--- config.mk ---
export PLATFORM = sky130hd
export DESIGN_NAME = conv_mac_accum
export DESIGN_NICKNAME = d
export VERILOG_FILES = /design/src/rtl/conv_mac_accum.sv
export SDC_FILE = /design/constraint.sdc
export NUM_CORES = 1
export LEC_CHECK = 0
export ABC_AREA = 1
export CAP_MARGIN = 20
export CORE_MARGIN = 4
export CORE_UTILIZATION = 53
export CTS_CLUSTER_SIZE = 20
export DETAILED_ROUTE_END_ITERATION = 8
export GPL_ROUTABILITY_DRIVEN = 0
export GPL_TIMING_DRIVEN = 0
export PLACE_DENSITY = 0.78
export SYNTH_ARGS = -nofsm -noshare
export SYNTH_HDL_FRONTEND = slang
export SYNTH_SLANG_ARGS = --single-unit
--- constraint.sdc ---
create_clock -name clock -period 3.8 [get_ports clock]
set_input_delay 1.14 -clock clock [delete_from_list [all_inputs] [get_ports clock]]
set_output_delay 1.14 -clock clock [all_outputs]
set_load 0.03 [all_outputs]
--- src/rtl/conv_mac_accum.sv ---
// Window accumulator behind the pipelined multiplier: sums TAPS signed products,
// adds bias, rescales, optional ReLU, saturates and hands the activation downstream.
module conv_mac_accum #(
  parameter int PROD_W = 16,
  parameter int ACC_W  = 24,
  parameter int OUT_W  = 8,
  parameter int TAPS   = 9,
  parameter int SHIFT  = 4,
  parameter bit RELU   = 1'b1
) (
  input  logic                       clock,
  input  logic                       aclr_n,
  input  logic                       clken,
  input  logic                       flush,
  input  logic                       prod_valid,
  input  logic signed [PROD_W-1:0]   product,
  output logic                       prod_ready,
  input  logic signed [OUT_W-1:0]    bias,
  output logic                       out_valid,
  input  logic                       out_ready,
  output logic signed [OUT_W-1:0]    result,
  output logic                       sat,
  output logic [$clog2(TAPS)-1:0]    tap_cnt
);

  localparam int CNT_W = $clog2(TAPS);
  localparam logic [CNT_W-1:0] LAST_TAP = CNT_W'(TAPS - 1);
  localparam logic signed [ACC_W-1:0] OUT_MAX = ACC_W'((1 <<< (OUT_W - 1)) - 1);
  localparam logic signed [ACC_W-1:0] OUT_MIN = -OUT_MAX - ACC_W'(1);

  logic signed [ACC_W-1:0] acc_q, acc_d;
  logic [CNT_W-1:0]        tap_cnt_q, tap_cnt_d;
  logic                    out_valid_q, out_valid_d;
  logic signed [OUT_W-1:0] result_q, result_d;
  logic                    sat_q, sat_d;

  logic signed [ACC_W-1:0] prod_ext;
  logic signed [ACC_W-1:0] bias_ext;
  logic signed [ACC_W-1:0] sum;
  logic signed [ACC_W-1:0] scaled;
  logic                    last_tap;
  logic                    accept;
  logic [OUT_W:0]          fin;

  function automatic logic signed [ACC_W-1:0] relu_fn(input logic signed [ACC_W-1:0] v);
    if (RELU && v < 0) return '0;
    return v;
  endfunction

  // Packs {saturated, value}.
  function automatic logic [OUT_W:0] sat_fn(input logic signed [ACC_W-1:0] v);
    if (v > OUT_MAX) return {1'b1, OUT_MAX[OUT_W-1:0]};
    if (v < OUT_MIN) return {1'b1, OUT_MIN[OUT_W-1:0]};
    return {1'b0, v[OUT_W-1:0]};
  endfunction

  assign prod_ext   = ACC_W'(product);
  assign bias_ext   = ACC_W'(bias);
  assign last_tap   = (tap_cnt_q == LAST_TAP);
  // Stall only when completing would clobber a result nobody has taken yet.
  assign prod_ready = !(last_tap && out_valid_q && !out_ready);
  assign accept     = prod_valid && prod_ready && clken;

  assign sum    = acc_q + prod_ext + bias_ext;
  assign scaled = relu_fn(sum >>> SHIFT);
  assign fin    = sat_fn(scaled);

  always_comb begin
    acc_d       = acc_q;
    tap_cnt_d   = tap_cnt_q;
    out_valid_d = out_valid_q;
    result_d    = result_q;
    sat_d       = sat_q;
    if (clken) begin
      if (out_valid_q && out_ready) out_valid_d = 1'b0;
      if (flush) begin
        tap_cnt_d = '0;
      end else if (accept) begin
        if (last_tap) begin
          result_d    = fin[OUT_W-1:0];
          sat_d       = fin[OUT_W];
          out_valid_d = 1'b1;
          tap_cnt_d   = '0;
        end else begin
          acc_d     = (tap_cnt_q == '0) ? prod_ext : acc_q + prod_ext;
          tap_cnt_d = tap_cnt_q + CNT_W'(1);
        end
      end
    end
  end

  // Result register stage
  always_ff @(posedge clock or negedge aclr_n) begin
    if (!aclr_n) begin
      acc_q       <= '0;
      tap_cnt_q   <= '0;
      out_valid_q <= 1'b0;
      result_q    <= '0;
      sat_q       <= 1'b0;
    end else begin
      acc_q       <= acc_d;
      tap_cnt_q   <= tap_cnt_d;
      out_valid_q <= out_valid_d;
      result_q    <= result_d;
      sat_q       <= sat_d;
    end
  end

  assign out_valid = out_valid_q;
  assign result    = result_q;
  assign sat       = sat_q;
  assign tap_cnt   = tap_cnt_q;

endmodule

=== Yosys cells after proc, flatten, opt, wreduce, memory -nomap -nowiden ===
Cells that the tools add are included.

* Add/subtract/negate cells: 3
* Multiply operators: 0
* Divide/modulo/power cells: 0
* Magnitude comparators: 3
* Equality and inequality tests: 1
* Shift operators: 0
* Multiplexer cells: 18
* Bitwise operators: 2
* Reduce and logical (&&, ||, !) cells: 12

{| class="wikitable"
|+ Operators by type and width
! cell !! number
|-
| 24-bit 2-to-1 mux || 3
|-
| 9-bit 2-to-1 mux || 4
|-
| 24-bit by 16-bit adder with 24-bit output || 1
|-
| 24-bit by 8-bit adder with 24-bit output || 1
|-
| 24-bit by 8-bit greater-than comparator with 1-bit output, second input constant || 1
|-
| 24-bit by 8-bit less-than comparator with 1-bit output, second input constant || 1
|-
| 20-bit by 1-bit less-than comparator with 1-bit output, second input constant || 1
|-
| 4-bit 2-to-1 mux || 3
|-
| 1-bit 2-to-1 mux || 8
|-
| 4-bit AND reduction || 2
|-
| 1-bit logical AND || 5
|-
| 4-bit by 1-bit adder with 4-bit output, second input constant || 1
|-
| 4-bit equality test, second input constant || 1
|-
| 4-bit logical NOT || 1
|-
| 1-bit logical NOT || 2
|-
| 1-bit NOT || 2
|-
| 2-bit AND reduction || 1
|-
| 2-bit nonzero test || 1
|}

* Flip-flop bits (word level): 38
* Bits in latches: 0
* Bits in writable memories: 0
* ROM bits: 0
* Output and inout bits: 15
* Word-level logic and storage cells: 44
* Memories kept: 0

=== Logic depth before layout (Yosys ltp) ===
Gate-level depths: netlist of run 1.

* Word-level depth: 10
* Mapped depth: 29
* Gate-level depth less buffers: 29

=== Least setup slack after synthesis of run 1 ===
Ideal clock, no wire load.

* Path kind: input -> register
* Start: in product[0]
* End: reg result_q[0], in the netlist result[0]
* Arrival: 4354 ps
* Setup slack: -671 ps
* Stages: 27
* Buffers on the path: 0
* Cells stage by stage: ha_1 inv_1 fa_1 nand3b_1 nand2_1 a21oi_2 o21ai_2 a21oi_2 o21ai_1 nand2_1 nand2_1 nand2_1 and2_1 ha_1 a21oi_1 o21ai_1 nor2b_1 nor4_2 nand3_1 nand2_1 nand2_1 nand2_1 nand2_4 nand2_4 nand2_1 nand2_1 nand2_1

* Cells in the longest elaborated chain, start to end: 10
* Elaborated cells between the ends (all ways): 13
* Classes of those cells: 2 x add/sub; 3 x order compare; 8 x mux

{| class="wikitable"
|+ RTL lines
! what !! RTL line !! RTL
|-
| start, declared || 16 || <nowiki>input logic signed [PROD_W-1:0] product,</nowiki>
|-
| 24-bit by 16-bit adder with 24-bit output (*) || 64 || <nowiki>assign sum = acc_q + prod_ext + bias_ext;</nowiki>
|-
| 24-bit by 8-bit adder with 24-bit output (*) || 64 ||
|-
| 20-bit by 1-bit less-than comparator with 1-bit output || 46 || <nowiki>if (RELU && v < 0) return '0;</nowiki>
|-
| 1-bit 2-to-1 mux || 46 ||
|-
| 24-bit 2-to-1 mux (*) || 47 || <nowiki>return v;</nowiki>
|-
| 24-bit by 8-bit less-than comparator with 1-bit output || 53 || <nowiki>if (v < OUT_MIN) return {1'b1, OUT_MIN[OUT_W-1:0]};</nowiki>
|-
| 1-bit 2-to-1 mux (2 in series) || 53 ||
|-
| 9-bit 2-to-1 mux || 54 || <nowiki>return {1'b0, v[OUT_W-1:0]};</nowiki>
|-
| 9-bit 2-to-1 mux (*) || 53 ||
|-
| end signal, assigned || 104 || <nowiki>result_q <= result_d;</nowiki>
|-
| end, declared || 34 || <nowiki>logic signed [OUT_W-1:0] result_q, result_d;</nowiki>
|}

Mark *: on every way between the ends. The rest lies on a longest branch, timed or not. The select of a mux whose other input is x is not followed.
A chain may end at the register's enable or synchronous reset.

=== Worst setup path in the final report of run 1 ===
* Start: in product[9]
* End: reg result_q[6], in the netlist result[6]

Same word-level chain as after synthesis.

==> results of run 1 <==
-- metrics by stage --
stage,worst slack (ps),hold WS (ps),setup TNS [ps]
finish,-831.0,476.7,-6440
global route,-909.7,511.3,-7105
CTS,-591.0,481.8,-4646
detailed placement,-1542,459.8,-12190
global placement,-1477,449.5,-11690
floorplan,-501.5,457.0,-3947
-- registers in the layout, summed over array words and instances, names as in the netlist --
signal     count
result         8
tap_cnt        4
acc_q         24
sat            1
out_valid      1
-- how the worst min path moves through the flow --
stage,from,slack (ps),cells after the start,to
2_1_floorplan,acc_q[10],460,2,acc_q[10]
3_3_place_gp,result[7],450,2,result[7]
3_5_place_dp,result[7],460,2,result[7]
4_1_cts,result[7],480,2,result[7]
5_1_grt,result[6],510,2,result[6]
6_report,result[7],480,2,result[7]
-- cells by family after synthesis --
| kind of cell | count (synthesis) | synth area share, % |
|---|---|---|
| AO/OA/AOI/OAI | 120 | 15.17 |
| XOR/XNOR | 28 | 5.551 |
| adder cells (fa/ha/maj) | 49 | 13.63 |
| buffers and inverters | 96 | 8.024 |
| flip-flops | 38 | 20.88 |
| multiplexers | 1 | 0.2198 |
| AND/OR/NAND/NOR | 377 | 36.52 |
-- cell usage in the layout (no fill, tap or decap), drive strengths merged, types with 4 or more instances in the layout --
master         count
nand2            231
inv               89
nor2              63
a21oi             50
ha                48
o21ai             44
nand3             41
dfrtp             38
clkdlybuf4s50     31
buf               30
xor2              19
nor3              12
nand4             11
clkbuf            11
xnor2              9
nand3b             8
a21o               7
dlygate4sd2        7
a2bb2oi            5
and2               4
or2                4
a21boi             4
-- what timing repair did --
action | in CTS | in global routing
setup buffers | 15 | 12
endpoints found under the setup margin | 8 | 8
gates cloned | 0 | 0
endpoints found under the hold margin | 0 | 0
hold buffers | 0 | 0
pin swaps | 36 | 28
resized for setup | 78 | 24
-- worst register-to-register path, delay by kind of cell (launching register included) --
kind | cells | cell delay [ps]
compound gates | 4 | 550
simple gates | 20 | 2150
flops | 1 | 410
buf+inv | 2 | 110
fa+ha+maj | 3 | 820
-- area by class of cell --
type                            count  area share [%]
Buffer                              7          0.5160
Clock buffer                        5           1.135
Clock inverter                      3           1.135
Inverter                           89           5.511
Multi-Input combinational cell    575           63.16
Sequential cell                    38           15.69
Tap cell                          105           2.167
Timing Repair Buffer               70           10.69
-- layer usage --
| layer | wire length (microns) | part of all wire [%] |
|---|---|---|
| met1 | 5950 | 41 |
| met2 | 7057 | 49 |
| met3 | 826 | 5.7 |
| met4 | 606 | 4.2 |
| met5 | 0 | 0 |
==> flow_summary.yaml, run 1 <==
outcome:
  status: "finished with violations"
  violations: "setup timing"
setup_path:
  crit_family: "simple AND/OR/NAND/NOR gates"
  crit_type: "in2reg"
  path_depth: 26
  slowest_delay_ps: 530
  end_kind: "register"
  start_kind: "input port"
  cp.arrival_ps: 4830
  worst_ep_required_time_ps: 4000
  cp_max_fo: 8
  worst-path-buf-inv: 4
  cp_common_cell: "nand2_1"
  crit_path_end: "result[6]"
  ff2ff_path_depth: 29
  r2r_slack_ps: -350
  crit_start: "product[9]"
  cp_slowest_cell: "clkdlybuf4s50_1"
  r2r_end: "result[6]"
  r2r-start: "acc_q[0]"
global_route:
  grt.busiest_layer: "met2"
  met3_usage_pct: 3.045
  grt_max_degree: 39
  grt_pass1_wl_microns: 22140
  antenna_found_initial: 0
  grt_pass1_vias: 4822
  grt_usage_pct: 26.83
  overflow: 0
  grt_util_met1_pct: 34.52
  met2_usage_pct: 44.71
sta:
  finalWorstSetupSlack_ps: -831.0
  fin_crit_sh_pct: 121.9
  clock.fmax_ghz: 0.2159
  hold_viol: 0
  rsz0062_at_grt: "true"
  slew_violations: 0
  finalSetupViolCount: 8
  fin_crit_ps: 4631
  worst_pin_slew_ps: 903.8
  slew-limit-headroom_pct: 39.42
  skew_ps: 11.73
floorplan:
  die-width_microns: 100.7
  ioPinCount: 45
  rows: 33
  start_util_pct: 54.86
  core_sq_um: 8299
  dieArea_sq_um: 10140
  die_h_microns: 100.7
clocking:
  cts_buffers: 5
  clockBufferDepth: 2
  clockRootBuffer: "clkbuf_8"
  cts.sinks: 38
  clk_latency_ps: 310
  cts_tree: "yes"
  htree_num_levels: 2
  clkTransAtPathRegs_ps: 80
drt:
  drc: 0
  ant_nets: 0
  drtIter0Drc: 429
  wl_microns: 14440
  wire_per_inst_microns: 16.19
  routed_via_density: 5.815
  vias: 5187
  firstDrtPassIters: 6
logic_synthesis:
  syn_area_per_cell_sq_um: 6.422
  synth_edf_count: 0
  yosys-top-cells-area: "dfrtp_1, nand2_1, ha_1"
  yosys.area.top_type: "dfrtp_1"
  syn_nets: 788
  synthCells: 709
  synth.top_cell.area_share_pct: 20.88
  ys_types: 44
  yosysSeqAreaShare_pct: 20.88
  async_flop_share_pct: 100.0
  ys_warn_count: 0
  ys_seq_elements: 38
  synth.most_common_cell: "nand2_1"
  ys.flop_type: "dfrtp_1"
  syn_area_sq_um: 4553
  synth.top_cells.by_count: "nand2_1, inv_1, nor2_1, ha_1, a21oi_1"
final_layout:
  layoutNonFillerInstCount: 892
  fin_area_sq_um: 6062
  multi_input_area_sq_um: 3829
  regArea_sq_um: 950.9
  drive_gt1_share_pct: 19.70
  antennaDiodeCount: 0
  area_growth_pct: 33.14
  nets: 865
  finish.utilization_pct: 73.04
  fillerInstances: 628
placement:
  io_buffers: 44
  dp_hpwl_microns: 9981
  dpl_cell_area_sq_um: 5200
  place_inst: 858
job:
  cap_viol_max_count: 0
worst_hold_path:
  hold_class: "reg2reg"
Power of run 1 is not shown: default switching activity piles up to over one toggle a cycle in this logic, so the estimate is an artifact.
==> run 2: changes to the inputs <==
Settings changed: ABC_AREA 1 to not set, CORE_UTILIZATION 53 to 52, PLACE_DENSITY 0.78 to 0.77.
==> flow_summary.yaml, run 2 <==
outcome:
  status: "finished with violations"
  violations: "setup timing"
sta:
  finalWorstSetupSlack_ps: -1289
  hold_viol: 0
  fin_crit_sh_pct: 133.9
  fin_crit_ps: 5089
  slew_violations: 0
  rsz0062_at_grt: "true"
  slew-limit-headroom_pct: 41.02
  worst_pin_slew_ps: 881.9
  skew_ps: 9.149
  clock.fmax_ghz: 0.1965
  finalSetupViolCount: 8
global_route:
  grt_usage_pct: 26.24
  antenna_found_initial: 0
  grt_max_degree: 34
  grt_pass1_wl_microns: 19600
  overflow: 0
  grt_pass1_vias: 4320
floorplan:
  start_util_pct: 52.96
  rows: 32
  dieArea_sq_um: 9309
  die-width_microns: 96.49
  core_sq_um: 7687
  ioPinCount: 45
  die_h_microns: 96.49
final_layout:
  layout_commonest_cell: "nand2_1"
  nets: 678
  regMostFlops: "acc_q"
  area_growth_pct: 34.42
  drive_gt1_share_pct: 22.50
  layout_common_cells: "nand2_1, nor2_1, dfrtp_1"
  largest_reg_flops: 24
  antennaDiodeCount: 0
drt:
  routed_via_density: 6.238
  ant_nets: 0
  firstDrtPassIters: 5
  drc: 0
  wire_per_inst_microns: 17.57
  vias: 4379
  wl_microns: 12340
  drtIter0Drc: 202
setup_path:
  cp_slowest_cell: "a21oi_2"
  crit_type: "in2reg"
  worst_ep_required_time_ps: 3990
  start_kind: "input port"
  cp_max_fo: 8
  end_kind: "register"
  cp.arrival_ps: 5280
  cp_cell_sequence: "buf_8 -> ha_4 -> inv_2 -> fa_2 -> nor2b_2 -> o21ai_2 -> a21oi_2 -> o21ai_0 -> nand2b_1 -> xor2_1 -> ha_1 -> a21o_1 -> a211oi_1 -> o21ai_1 -> a21oi_2 -> and4_1 -> o221ai_1 -> a311oi_1 -> nand4_2 -> buf_4 -> nor3_2 -> o21ai_2"
  r2r-start: "acc_q[0]"
  crit_start: "product[0]"
  slowest_delay_ps: 400
placement:
  dp_slack_ps: -2476
  dp_hpwl_microns: 8545
  io_buffers: 44
logic_synthesis:
  syn_nets: 596
  ys_seq_elements: 38
  syn_area_sq_um: 4071
  yosysSeqAreaShare_pct: 23.36
  yosys.area.top_type: "dfrtp_1"
  synthCells: 517
  ys_warn_count: 0
  ys_types: 63
  synth.most_common_cell: "nand2_1"
  yosys-top-cells-area: "dfrtp_1, ha_1, nand2_1"
  async_flop_share_pct: 100.0
  ys.flop_type: "dfrtp_1"
  synth_edf_count: 0
  syn_area_per_cell_sq_um: 7.875
  synth.top_cell.area_share_pct: 23.36
  synth.top_cells.by_count: "nand2_1, ha_1, nor2_1, dfrtp_1, a21oi_1"
clocking:
  cts_buffers: 5
  clk_latency_ps: 300
  clockRootBuffer: "clkbuf_8"
  clockBufferDepth: 2
  cts_tree: "yes"
  cts.sinks: 38
  htree_num_levels: 2
  clkTransAtPathRegs_ps: 80
  ctsHoldBuffers: 0
job:
  cap_viol_max_count: 0
worst_hold_path:
  holdCritStartpoint: "result[7]"
  hold_class: "reg2reg"
==> run 2: cell types whose count changed in the layout (fill, tap and decap cells not counted), moves of 9 or more <==
cell / previous run / this run
a21o_1: 7 / 21
a31oi_1: 1 / 21
ha_4: 25 / 11
o21ai_0: 32 / 16
nand2_1: 214 / 67
inv_1: 80 / 18
nand2_2: 14 / 5
nor2_1: 53 / 43
a211oi_1: 0 / 9
o21a_1: 1 / 11
ha_1: 22 / 33
nand3_1: 35 / 5
xnor2_1: 5 / 17
==> run 2: kinds of logic after synthesis <==
family | Yosys count | synth area share, %
fa+ha+maj | 49 | 15.24
xor+xnor | 29 | 6.239
flops | 38 | 23.36
mux | 5 | 1.260
compound gates | 178 | 29.66
simple gates | 180 | 20.47
buf+inv | 38 | 3.780
==> run 2: layout make-up <==
| cell class | instances | area, sq um |
|---|---|---|
| well taps | 102 | 127.6 |
| flip-flops and latches | 38 | 950.9 |
| multi-input cells | 441 | 3402 |
| clock buffers | 5 | 68.82 |
| plain buffers | 15 | 82.58 |
| inverters | 20 | 75.07 |
| fillers | 572 | 2215 |
| repair buffers | 78 | 696.9 |
| clock inverters | 3 | 68.82 |
==> run 2: critical path, delay by kind of cell <==
kind / cells / cell delay (ps)
buffers and inverters: 3 / 320
AO/OA/AOI/OAI: 10 / 1900
adder cells (fa/ha/maj): 3 / 820
AND/OR/NAND/NOR: 5 / 840
XOR/XNOR: 1 / 240
==> run 2: metrics by stage <==
stage / hold slack, ps / area, sq um / setup TNS (ps) / cells / util (%)
after floorplan: 457.3 / 4123 / -8875 / 517 / -
after global placement: 469.0 / 4691 / -20370 / 663 / 61.02
after detailed placement: 479.7 / 4711 / -21880 / 665 / 61.28
after CTS: 495.2 / 5338 / -10450 / 698 / 69.43
after global routing: 528.8 / 5473 / -11920 / 702 / 71.19
final: 497.8 / 5473 / -10110 / 702 / 71.19
==> run 2: routing by layer <==
layer	share of wire, %	track usage [%]	wire, microns	vias up
li1	-	-	-	2075
met1	43	33.21	5340	2126
met2	49	45.69	6048	147
met3	5.3	3.950	650	31
met4	2.4	8.528	298	0
met5	0	0	0	-
==> run 2: timing repair <==
| item | in CTS | in global routing |
|---|---|---|
| gates resized for setup | 77 | 26 |
| buffers inserted | 27 | 5 |
| setup endpoints to repair | 11 | 8 |
| cloned | 0 | 0 |
| pin swaps | 46 | 29 |
==> run 2: worst paths after layout <==
path	end	slack (ps)	cells after the start
worst max-delay path	result[2]	-1290	22
worst min-delay path	result[7]	500	1
worst max register to register	result[2]	-810	21
worst min register to register	result[7]	500	1
max in group asynchronous	acc_q[14]	2670	2
min in group asynchronous	acc_q[21]	680	1
Power of run 2 is left out for the same reason.
==> run 3: changes to the inputs <==
Settings changed: CORE_UTILIZATION 52 to 50, PLACE_DENSITY 0.77 to 0.75.
==> flow_summary.yaml, run 3 (same netlist as run 2, synthesis figures left out) <==
setup_path:
  worst_ep_required_time_ps: 4000
  r2r-start: "acc_q[0]"
  r2r_slack_ps: -710
  ff2ff_path_depth: 26
  cp_max_fo: 8
  cp.arrival_ps: 5230
  end_kind: "register"
  r2r_end: "result[6]"
  crit_type: "in2reg"
  start_kind: "input port"
drt:
  firstDrtPassIters: 5
  routed_via_density: 6.196
  vias: 4337
  ant_nets: 0
  wl_microns: 12340
  drc: 0
  wire_per_inst_microns: 17.63
  drtIter0Drc: 318
final_layout:
  layout_common_cells: "nand2_1, nor2_1, dfrtp_1"
  layoutNonFillerInstCount: 700
  regMostFlops: "acc_q"
  drive_gt1_share_pct: 23.58
  antennaDiodeCount: 0
  multi_input_area_sq_um: 3498
  area_growth_pct: 36.54
  fillerInstances: 574
  nets: 676
  regArea_sq_um: 950.9
  layout_commonest_cell: "nand2_1"
  largest_reg_flops: 24
clocking:
  cts.sinks: 38
  clockRootBuffer: "clkbuf_8"
  cts_tree: "yes"
  ctsHoldBuffers: 0
  clockBufferDepth: 2
  cts_buffers: 5
  clk_latency_ps: 310
  htree_num_levels: 2
  clkTransAtPathRegs_ps: 90
global_route:
  grt_pass1_vias: 4227
  overflow: 0
  grt_usage_pct: 24.73
  grt_pass1_wl_microns: 20070
  antenna_found_initial: 0
  grt_max_degree: 39
floorplan:
  dieArea_sq_um: 9650
  start_util_pct: 52.15
  ioPinCount: 45
  rows: 32
  die_h_microns: 98.24
  core_sq_um: 7807
  die-width_microns: 98.24
placement:
  dp_hpwl_microns: 8428
  io_buffers: 44
  place_inst: 665
sta:
  skew_ps: 10.33
  fin_crit_sh_pct: 132.4
  worst_pin_slew_ps: 879.5
  finalWorstSetupSlack_ps: -1230
  clock.fmax_ghz: 0.1988
  slew_violations: 0
  slew-limit-headroom_pct: 41.18
  setup_tns_ps: -9725
  hold_viol: 0
  fin_crit_ps: 5030
  finalSetupViolCount: 8
  rsz0062_at_grt: "true"
outcome:
  violations: "setup timing"
  status: "finished with violations"
worst_hold_path:
  hold_path_end: "result[1]"
  holdPathStages: 2
  hold_class: "reg2reg"
  holdCritStartpoint: "result[1]"
job:
  cap_viol_max_count: 0
-- run 3: cell types whose count changed in the layout (fill, tap and decap cells not counted), sizes merged --
cell / change
clkbuf: +1
buf: -2
dlymetal6s2s: +1
dlygate4sd2: -3
clkdlybuf4s15: +1
-- run 3: metal layers --
metal | vias to the layer above | GRT usage (%) | part of all wire, %
met3 | 19 | 3.500 | 5.6
met5 | - | 0 | 0
met2 | 167 | 43.25 | 50
li1 | 2070 | - | -
met1 | 2081 | 32.52 | 43
met4 | 0 | 5.357 | 1.5
-- run 3: timing repair --
action                                  4_1_cts  5_1_grt
hold endpoints to repair                      0        0
endpoints found under the setup margin       11        8
gates resized for setup                      78       41
pin swaps                                    38       31
buffers inserted                             20       10
-- run 3: metrics by stage --
step | area (sq um) | hold slack [ps] | utilization [%] | worst slack [ps]
finish | 5559 | 490.0 | 71.20 | -1230
global route | 5559 | 535.0 | 71.20 | -1393
CTS | 5306 | 498.2 | 67.96 | -1255
detailed placement | 4711 | 478.1 | 60.34 | -2487
global placement | 4691 | 471.1 | 60.08 | -2338
floorplan | 4123 | 457.3 | - | -1109
-- run 3: cell type report --
type                       instances  share of cell area, %
sequential                        38                  17.11
clock inverter                     3                  1.238
inverter                          20                  1.350
timing repair buffer              76                  12.36
buffer                            15                  1.485
clock buffer                       5                  1.238
tap                              102                  2.296
multi-input combinational        441                  62.93
-- run 3: worst max-delay path by stage --
stage                           start         to  slack (ps)
final                      product[7]  result[6]       -1230
after global routing      product[12]  result[5]       -1390
after CTS                  product[0]        sat       -1250
after detailed placement   product[0]  result[6]       -2490
after global placement     product[0]  result[5]       -2340
after floorplan            product[0]  result[0]       -1110
-- run 3: critical path, cell delays in order --
cell           delay [ps]
dlygate4sd2_1         280
ha_4                  250
a21o_1                210
a21oi_4               220
o31ai_4               120
nor3_2                240
o31ai_4               120
a21o_1                190
a21oi_2               180
xnor2_2               160
ha_2                  340
buf_4                 170
nand2_1                90
o21ai_0               120
o21ai_0               210
a211oi_1              110
a211oi_1              210
o21ai_0               140
xnor2_1               200
nand2_2               190
nor3b_2               250
o21ai_2                80
Power of run 3 is left out for the same reason.
